--- config.mk ---
export PLATFORM = sky130hd
export DESIGN_NAME = cat_frame_sched
export DESIGN_NICKNAME = d
export VERILOG_FILES = /design/src/rtl/cat_frame_sched.sv
export SDC_FILE = /design/constraint.sdc
export NUM_CORES = 1
export LEC_CHECK = 0
export CAP_MARGIN = 20
export CORE_AREA = 4 4 98 100
export DETAILED_ROUTE_END_ITERATION = 8
export DIE_AREA = 0 0 102 104
export DONT_BUFFER_PORTS = 1
export PLACE_DENSITY_LB_ADDON = 0.05
export SLEW_MARGIN = 20
export SYNTH_ARGS = -nofsm -noshare
export SYNTH_HDL_FRONTEND = slang
export SYNTH_SLANG_ARGS = --single-unit
--- constraint.sdc ---
create_clock -name clk_in -period 5 [get_ports clk_in]
set_clock_uncertainty 0.1 [all_clocks]
set_input_delay 0.25 -clock clk_in [delete_from_list [all_inputs] [get_ports clk_in]]
set_output_delay 0.25 -clock clk_in [all_outputs]
set_load 0.01 [all_outputs]
--- src/rtl/cat_frame_sched.sv ---
// cat_frame_sched: sequences a two-segment concatenation buffer.
// Two producers fill their segments concurrently in FILL. Once both segments
// are full, the block drains the concatenated frame to one consumer in DRAIN.
// The buffer is external. This block drives its write, read and clear strobes.
module cat_frame_sched #(
  parameter int NBits        = 16,
  parameter int Seg0Elems    = 8,
  parameter int Seg0PerWrite = 2,
  parameter int Seg1Elems    = 4,
  parameter int Seg1PerWrite = 1,
  parameter int ElemsPerRead = 4,
  parameter int FrameCntBits = 16
) (
  input  logic                            clk_in,
  input  logic                            rst_in,
  input  logic                            flush,
  input  logic                            s0_valid,
  output logic                            s0_ready,
  input  logic [Seg0PerWrite*NBits-1:0]   s0_data,
  input  logic                            s1_valid,
  output logic                            s1_ready,
  input  logic [Seg1PerWrite*NBits-1:0]   s1_data,
  output logic                            buf_wr_en0,
  output logic                            buf_wr_en1,
  output logic [Seg0PerWrite*NBits-1:0]   buf_wr_data0,
  output logic [Seg1PerWrite*NBits-1:0]   buf_wr_data1,
  output logic                            buf_rd_en,
  input  logic [ElemsPerRead*NBits-1:0]   buf_rd_data,
  output logic                            buf_clr,
  output logic                            m_valid,
  input  logic                            m_ready,
  output logic [ElemsPerRead*NBits-1:0]   m_data,
  output logic                            m_last,
  output logic                            busy,
  output logic [FrameCntBits-1:0]         frame_count
);

  localparam int W0  = Seg0Elems / Seg0PerWrite;
  localparam int W1  = Seg1Elems / Seg1PerWrite;
  localparam int R   = (Seg0Elems + Seg1Elems) / ElemsPerRead;
  localparam int C0W = $clog2(W0 + 1);
  localparam int C1W = $clog2(W1 + 1);
  localparam int RCW = $clog2(R + 1);

  typedef enum logic {FILL, DRAIN} state_t;

  state_t                  state;
  logic [C0W-1:0]          cnt0;
  logic [C1W-1:0]          cnt1;
  logic [RCW-1:0]          rcnt;
  logic [FrameCntBits-1:0] fc_q;

  logic           fill_act, drain_act;
  logic [C0W-1:0] cnt0_nxt;
  logic [C1W-1:0] cnt1_nxt;
  logic           last_beat;

  // Reset and flush both silence every handshake and strobe.
  assign fill_act  = !rst_in && !flush && (state == FILL);
  assign drain_act = !rst_in && !flush && (state == DRAIN);

  assign s0_ready     = fill_act && (cnt0 < C0W'(W0));
  assign s1_ready     = fill_act && (cnt1 < C1W'(W1));
  assign buf_wr_en0   = s0_valid && s0_ready;
  assign buf_wr_en1   = s1_valid && s1_ready;
  assign buf_wr_data0 = rst_in ? '0 : s0_data;
  assign buf_wr_data1 = rst_in ? '0 : s1_data;

  assign last_beat    = (rcnt == RCW'(R - 1));
  assign m_valid      = drain_act;
  assign m_data       = drain_act ? buf_rd_data : '0;
  assign m_last       = drain_act && last_beat;
  assign buf_rd_en    = drain_act && m_ready;
  assign buf_clr      = !rst_in && flush;
  assign busy         = !rst_in && (state == DRAIN);
  assign frame_count  = fc_q;

  assign cnt0_nxt = cnt0 + C0W'(buf_wr_en0);
  assign cnt1_nxt = cnt1 + C1W'(buf_wr_en1);

  // Frame sequencer: fill counters, drain beat counter and frame counter.
  always_ff @(posedge clk_in or posedge rst_in) begin
    if (rst_in) begin
      state <= FILL;
      cnt0  <= '0;
      cnt1  <= '0;
      rcnt  <= '0;
      fc_q  <= '0;
    end else if (flush) begin
      state <= FILL;
      cnt0  <= '0;
      cnt1  <= '0;
      rcnt  <= '0;
    end else begin
      case (state)
        FILL: begin
          cnt0 <= cnt0_nxt;
          cnt1 <= cnt1_nxt;
          // The final writes of both segments may land in the same cycle.
          if (cnt0_nxt == C0W'(W0) && cnt1_nxt == C1W'(W1)) state <= DRAIN;
        end
        DRAIN: begin
          if (m_ready) begin
            if (last_beat) begin
              state <= FILL;
              cnt0  <= '0;
              cnt1  <= '0;
              rcnt  <= '0;
              fc_q  <= fc_q + FrameCntBits'(1);
            end else begin
              rcnt <= rcnt + RCW'(1);
            end
          end
        end
        default: state <= FILL;
      endcase
    end
  end

endmodule

## Word-level counts from Yosys, hierarchy flattened

Cells that the tools add are included.

| word-level totals | value |
|---|---|
| register bits | 25 |
| output and inout bits | 137 |
| logic and storage cells | 55 |

| operators by class | value |
|---|---|
| $add $sub $neg | 4 |
| order comparisons | 2 |
| equal/unequal tests | 5 |
| multiplexer cells | 18 |
| bitwise logic cells | 2 |
| reduce and logical (&&, ||, !) cells | 19 |

Operator list:

| kind | count |
|---|---|
| $mux 64 | 1 |
| $mux 32 | 1 |
| $add 16x1->16 const B | 1 |
| $mux 16 | 1 |
| $logic_and 1x1->1 | 12 |
| $mux 3 | 4 |
| $pmux 3 s2 | 2 |
| $mux 2 | 4 |
| $add 3x1->3 | 2 |
| $eq 3x3->1 const B | 2 |
| $lt 3x3->1 const B | 2 |
| $mux 1 | 4 |
| $reduce_and 2->1 | 2 |
| $reduce_and 4->1 | 1 |
| $reduce_bool 2->1 | 2 |
| $ne 3x2->1 const B | 1 |
| $ne 3x3->1 const B | 1 |
| $add 2x1->2 const B | 1 |
| $eq 2x2->1 const B | 1 |
| $logic_not 1->1 | 2 |
| $not 1->1 | 2 |
| $pmux 1 s2 | 1 |

## Logic depth before layout (Yosys ltp)

Gate-level depths: netlist (run 1).

| depth | value |
|---|---|
| word-level depth | 11 |
| depth in mapped cells | 8 |

## Worst setup path before layout (run 1)

OpenSTA, ideal clock, no wires.

| timing | value |
|---|---|
| kind | reg-to-reg |
| start point | reg state |
| end point | reg state |
| setup time | 0.067 ns |
| arrival time | 2.117 ns |
| data required time | 4.833 ns |
| path slack | 2.716 ns |
| stages on the path, launching flop included | 8 |
| period minus slack after synthesis | 2.284 ns |
| path through | dfrtp_1 -> or2_2 -> nor3_1 -> and2_1 -> ha_1 -> ha_1 -> nor4_1 -> a41o_1 |

| between the ends | value |
|---|---|
| longest elaborated chain between the ends | 10 |
| elaborated cells between the ends (all ways) | 14 |
| those cells by class | add/sub (2); eq/ne (2); mux (3); bitwise (1); reduce/logical (6) |

Ends and longest elaborated chain:

| element | RTL line | text |
|---|---|---|
| from (decl) | 47 | `state_t state;` |
| from (signal assigned) | 84 | `state <= FILL;` |
| from (signal assigned) | 90 | `state <= FILL;` |
| from (signal assigned) | 100 | `if (cnt0_nxt == C0W'(W0) && cnt1_nxt == C1W'(W1)) state <= DRAIN;` |
| $not 1->1 | - |  |
| $logic_and 1x1->1 | 59 | `assign fill_act = !rst_in && !flush && (state == FILL);` |
| $logic_and 1x1->1 | 63 | `assign s1_ready = fill_act && (cnt1 < C1W'(W1));` |
| named net s1_ready | 21 | `output logic s1_ready,` |
| $logic_and 1x1->1 | 65 | `assign buf_wr_en1 = s1_valid && s1_ready;` |
| named net buf_wr_en1 | 24 | `output logic buf_wr_en1,` |
| $add 3x1->3 | 79 | `assign cnt1_nxt = cnt1 + C1W'(buf_wr_en1);` |
| $eq 3x3->1 | 100 |  |
| $logic_and 1x1->1 | 100 |  |
| $mux 1 | 100 |  |
| $pmux 1 s2 | 95 | `case (state)` |
| $mux 1 | 89 | `end else if (flush) begin` |

The timed path passes the listed nets, and every way through them passes these cells.
A chain may end at the register's enable or synchronous reset.

## Final worst setup path (run 1)

Same ends and word-level chain as after synthesis.

==> reports/qor.yml, run 1 <==
r2r_slack_ns: 2.39
wl_per_cell_um: 24.20
dieWidth_um: 102
cts_resized: 0
hold_class: "primary input to flip-flop"
clk_pin_slew_worst_paths_ns: 0.09
timing.rr.end: "state$_DFF_PP0_"
status: "completed"
crit_type: "flip-flop to flip-flop"
start_kind: "flip-flop"
ir_drop_v: 0.00008647
total_power_mw: 0.3778
wl_met2_um: 4109
dr.pass1.iters: 4
power_density_nw_per_um2: 170.2
synth-seq-area-share_pct: 31.00
yosys.area.top_type: "dfrtp_1"
overflow: 0
wl_met3_um: 864
numCtsBuffers: 3
slowest_stage: "dfrtp_1"
ys_seq_elements: 25
dieArea_um2: 10610
ant_nets: 0
routed_wl_um: 8154
post_cts.repair.setup_buffers: 0
synth_edf_count: 0
synthTopCellsByCount: "67 x and2_1, 51 x nor2b_1, 25 x dfrtp_1, 11 x xnor2_1, 10 x nand2_1"
whs_path_depth: 3
cap_viol_max_count: 0
antenna_found_initial: 0
synth_area_leaders: "dfrtp_1 31%, and2_1 21%, nor2b_1 16%"
grt_max_degree: 67
crit_required_ns: 5.11
finalCritPeriodShare_pct: 52.25
ys_types: 32
grt_pass1_vias: 1637
portBuffers: 0
placed_cells: 330
area_growth_pct: 9.981
p_leak_nw: 1.041
fillers: 941
cp.arrival_ns: 2.72
hold_viol: 0
initial_core_util_pct: 23.26
drcViolationCount: 0
synth_ff_type: "dfrtp_1"
cp_common_cell: "ha_1"
clock_path_buffers: 2
slowest_delay_ns: 0.47
n_antenna_cell: 0
clock_latency_ns: 0.27
nets: 353
drt-met1-wl_um: 3113
maxSlewHeadroom_pct: 51.27
core_area_um2: 8678
track_usage_pct: 13.82
ys_warn_count: 0
rows: 34
finalCriticalPeriod_ns: 2.613
worstRegToRegCells: 7
clock.fmax_ghz: 0.3827
num_vias: 1631
syn_nets: 357
clock-root-buffer: "clkbuf_8"
holdBufCountCts: 2
routed.top_layer: "met4"
via_per_inst: 4.840
path_cells: "or2_2 > nor3_1 > and2_1 > ha_1 > ha_1 > nor4_1 > a41o_1"
drive_gt1_share_pct: 6.550
gp_congestion: 0.6844
synth_most_common_cell: "and2_1"
worstHoldStart: "m_ready"
drt_iter0_drc: 67
end_kind: "flip-flop"
die_y_um: 104
critPathMaxFanout: 6
hpwl_um: 6831
io_pins: 255
netlist_area_um2: 2018
grt_pass1_wl_um: 11040
synth.avg_cell_area_um2: 8.625
fin_setup_tns_ns: 0
seq_area_um2: 625.6
tightest_slew_ns: 0.7208
synth_cells: 234
postSynth.asyncResetShare_pct: 100.0
synth_top_area_share_pct: 31.00
cts-htree-levels: 1
multi_input_area_um2: 1338
holdPathEnd: "rcnt[1]$_DFFE_PP0P_"
setup_viol: 0
rsz0062_at_grt: "no"
report.final.slew_viol_count: 0
clock-sinks: 25
rr_startpoint: "state$_DFF_PP0_"
cts_tree: "done"
final_cells: 337
-- state kept, by name (all words and copies together), names as in the netlist --
name	flops
cnt0	3
cnt1	3
frame_count	16
rcnt	2
state	1
-- metrics by stage --
stage / area, um^2 / hold WS [ns] / util, % / setup WS [ns]
2_1_floorplan: 2018 / 0.2131 / - / 2.716
3_3_place_gp: 2106 / 0.2201 / 24.26 / 2.357
3_5_place_dp: 2133 / 0.08230 / 24.58 / 2.292
4_1_cts: 2200 / 0.1003 / 25.35 / 2.269
5_1_grt: 2220 / 0.1333 / 25.58 / 2.191
6_report: 2220 / 0.1107 / 25.58 / 2.387
-- worst max-delay path: cells and delay by family, from the launching register on --
family,cells,cell delay [ns]
simple gates,4,1.36
compound gates,1,0.21
flops,1,0.47
fa+ha+maj,2,0.42
-- where the power goes --
group / internal, mW / total [mW] / switching [mW]
Clock: 0.0559 / 0.125 / 0.0692
Combinational: 0.0181 / 0.0489 / 0.0308
Sequential: 0.203 / 0.204 / 0.000681
Total: 0.277 / 0.378 / 0.101
-- layout make-up --
| class | instances | area share (%) |
|---|---|---|
| flip-flops and latches | 25 | 28.18 |
| multi-input cells | 194 | 60.26 |
| well taps | 108 | 6.088 |
| repair buffers | 4 | 3.044 |
| clock buffers | 3 | 1.860 |
| clock inverters | 1 | 0.2255 |
| inverters | 2 | 0.3382 |
-- metal layers --
metal  track usage, %  vias to the layer above
li1                 -                      738
met1            16.88                      789
met2            23.49                       98
met3            4.762                        6
met4            2.437                        0
met5                0                        -
-- cell families (layout without fill, tap and decap cells) --
logic type      count (synthesis)  in the layout  share of synthesized area (%)
simple gates                  160            160                          50.90
mux                             2              2                          1.054
buf+inv                        15             10                          3.100
xor+xnor                       17             17                          7.377
flops                          25             25                          31.00
compound gates                 10             10                          3.471
fa+ha+maj                       5              5                          3.100
-- placed cells by master (no fill, tap or decap), types with 2 or more instances in the layout --
cell type	n
and2_1	67
nor2b_1	51
dfrtp_1	25
xnor2_1	11
nand2_1	10
nor2_1	6
xor2_1	6
ha_1	5
and3_1	4
nand4_1	4
nand3_1	4
a22o_1	4
o21ai_0	4
clkbuf_8	3
nor4_4	2
inv_1	2
nor3_1	2
dlygate4sd3_1	2
-- worst max-delay path by stage --
stage | from | end | slack, ns
finish | state$_DFF_PP0_ | state$_DFF_PP0_ | 2.39
global route | state$_DFF_PP0_ | state$_DFF_PP0_ | 2.19
CTS | state$_DFF_PP0_ | state$_DFF_PP0_ | 2.27
detailed placement | state$_DFF_PP0_ | state$_DFF_PP0_ | 2.29
global placement | state$_DFF_PP0_ | state$_DFF_PP0_ | 2.36
floorplan | state$_DFF_PP0_ | state$_DFF_PP0_ | 2.72
Power figures use the tool's default switching activity.
==> run 2: changes to the inputs <==
CORE_AREA = 4 4 96 98   (was 4 4 98 100)
DIE_AREA = 0 0 100 102   (was 0 0 102 104)
clock period = 2.2 ns   (was 5 ns; I/O delays follow)
==> run 2 against run 1 <==
Via count up 4.9%. Sequential share of layout area fell by 0.56 points. Global-route usage barely moved. Cell count is 3.6% higher. Final area increased by 2.0%. Clock power is 120% higher. Setup slack got worse by 2.2 ns. Maximum frequency is 27% higher. Die area is 3.8% lower. Flip-flop and latch count did not move. Largest power group unchanged.
==> reports/qor.yml, run 2 (synthesis results as in run 1) <==
status: "completed"  # unchanged
timing.hold.ws_ns: 0.03285  # was 0.1107 ns
track_usage_pct: 13.83  # was 13.82%
clock-root-buffer: "clkbuf_8"  # unchanged
clock_path_buffers: 2  # unchanged
placed_cells: 337  # was 330
grt_pass1_vias: 1546  # was 1,637
total_power_mw: 0.8526  # was 0.3778 mW
antenna_found_initial: 12  # was 0
ant_nets: 0  # unchanged
hold_viol: 0  # unchanged
crit_type: "flip-flop to flip-flop"  # unchanged
gp_congestion: 0.7302  # was 0.6844
final.setup.worst_slack_ns: 0.1504  # was 2.387 ns
power_density_nw_per_um2: 376.5  # was 170.2 nW/um^2
fin_setup_tns_ns: 0  # unchanged
finalCritPeriodShare_pct: 93.17  # was 52.25%
routed_wl_um: 8040  # was 8154 um
grt_pass1_wl_um: 10210  # was 11,040 um
grt_max_degree: 67  # unchanged
via_per_inst: 4.903  # was 4.840
drcViolationCount: 0  # unchanged
dieWidth_um: 100  # was 102 um
report.final.slew_viol_count: 0  # unchanged
portBuffers: 0  # unchanged
final_cells: 349  # was 337
setup_viol: 0  # unchanged
finalCriticalPeriod_ns: 2.050  # was 2.613 ns
cp.arrival_ns: 2.16  # was 2.72 ns
area_growth_pct: 12.21  # was 9.981%
rsz0062_at_grt: "no"  # unchanged
clock_latency_ns: 0.27  # about the same
final_core_utilization_pct: 26.75  # was 25.58%
pre_cts_ws_ns: 0.1659  # was 2.292 ns
layout_common_cells: "67 x and2_1, 51 x nor2b_1, 25 x dfrtp_1, 11 x xnor2_1, 10 x nand2_1"  # unchanged
wl_per_cell_um: 23.04  # was 24.20 um
io_pins: 255  # unchanged
numCtsBuffers: 3  # unchanged
die_y_um: 102  # was 104 um
critPathMaxFanout: 4  # was 6
post_cts.repair.setup_buffers: 0  # unchanged
crit_required_ns: 2.31  # was 5.11 ns
p_leak_nw: 1.070  # was 1.041 nW
num_vias: 1711  # was 1,631
postLayoutCellArea_um2: 2265  # was 2220 um^2
maxSlewHeadroom_pct: 66.79  # was 51.27%
drt_iter0_drc: 44  # was 67
cts_tree: "done"  # unchanged
clk_pin_slew_worst_paths_ns: 0.09  # about the same
hpwl_um: 6928  # was 6831 um
largest_reg_flops: 16  # unchanged
ir_drop_v: 0.0002651  # was 0.00008647 V
overflow: 0  # unchanged
dr.pass1.iters: 4  # unchanged
clock-sinks: 25  # unchanged
start_kind: "flip-flop"  # unchanged
dieArea_um2: 10200  # was 10,610 um^2
cts-htree-levels: 1  # unchanged
drive_gt1_share_pct: 9.746  # was 6.550%
hold_class: "primary input to flip-flop"  # unchanged
initial_core_util_pct: 23.84  # was 23.26%
nets: 360  # was 353
end_kind: "flip-flop"  # unchanged
cap_viol_max_count: 0  # unchanged
place_area_um2: 2176  # was 2133 um^2
tightest_slew_ns: 0.4972  # was 0.7208 ns
final_common_cell: "and2_1"  # unchanged
rows: 34  # unchanged
core_area_um2: 8466  # was 8678 um^2
clock.fmax_ghz: 0.4879  # was 0.3827 GHz
run 2: changes by cell type in the layout (fill, tap and decap cells not counted):
cell | previous run | this run
buf_4 | 0 | 8
diode_2 | 0 | 5
nor3_1 | 2 | 0
nor3_2 | 1 | 3
buf_12 | 1 | 0
buf_16 | 1 | 0
dlygate4sd3_1 | 2 | 3
run 2: timing repair:
item                                    in CTS  in global routing
hold buffers                                 3                  0
endpoints found under the setup margin       0                  0
hold endpoints to repair                    27                  0
gates resized for setup                      0                  0
run 2: worst max-delay path, stage by stage, from the launching register on:
cell and delay, ns:
dfrtp_1 0.38, or2_2 0.33, nor3_2 0.14, and2_1 0.18, ha_1 0.16, ha_1 0.23, nor4_1 0.28, a41o_1 0.19
run 2: cell type report:
class,instances,area [um^2]
fillers,901,6201
flip-flops and latches,25,625.6
repair buffers,11,90.09
multi-input cells,194,1348
inverters,2,7.507
clock buffers,3,41.29
clock inverters,1,5.005
diodes,5,12.51
well taps,108,135.1
run 2: layer usage:
layer / GRT usage [%] / part of all wire [%]
met1: 18.20 / 39
met2: 20.11 / 43
met3: 8.123 / 17
met4: 1.865 / 0.47
met5: 0 / 0.44
run 2: power by group:
group / switching [mW] / internal, mW
Sequential: 0.00191 / 0.462
Combinational: 0.0699 / 0.0432
Clock: 0.149 / 0.127
run 2: path summary, 6_finish.rpt:
path                                          start                          to  slack [ns]  cells after the start
min in group asynchronous                    rst_in         rcnt[1]$_DFFE_PP0P_        0.24                      3
worst min register to register  cnt0[1]$_DFFE_PP0P_         cnt0[1]$_DFFE_PP0P_        0.44                      1
max in group asynchronous                    rst_in  frame_count[0]$_DFFE_PP0P_        1.50                      3
worst max register to register      state$_DFF_PP0_             state$_DFF_PP0_        0.15                      7
worst min-delay path                          flush         cnt0[2]$_DFFE_PP0P_        0.03                      3
worst max-delay path                state$_DFF_PP0_             state$_DFF_PP0_        0.15                      7
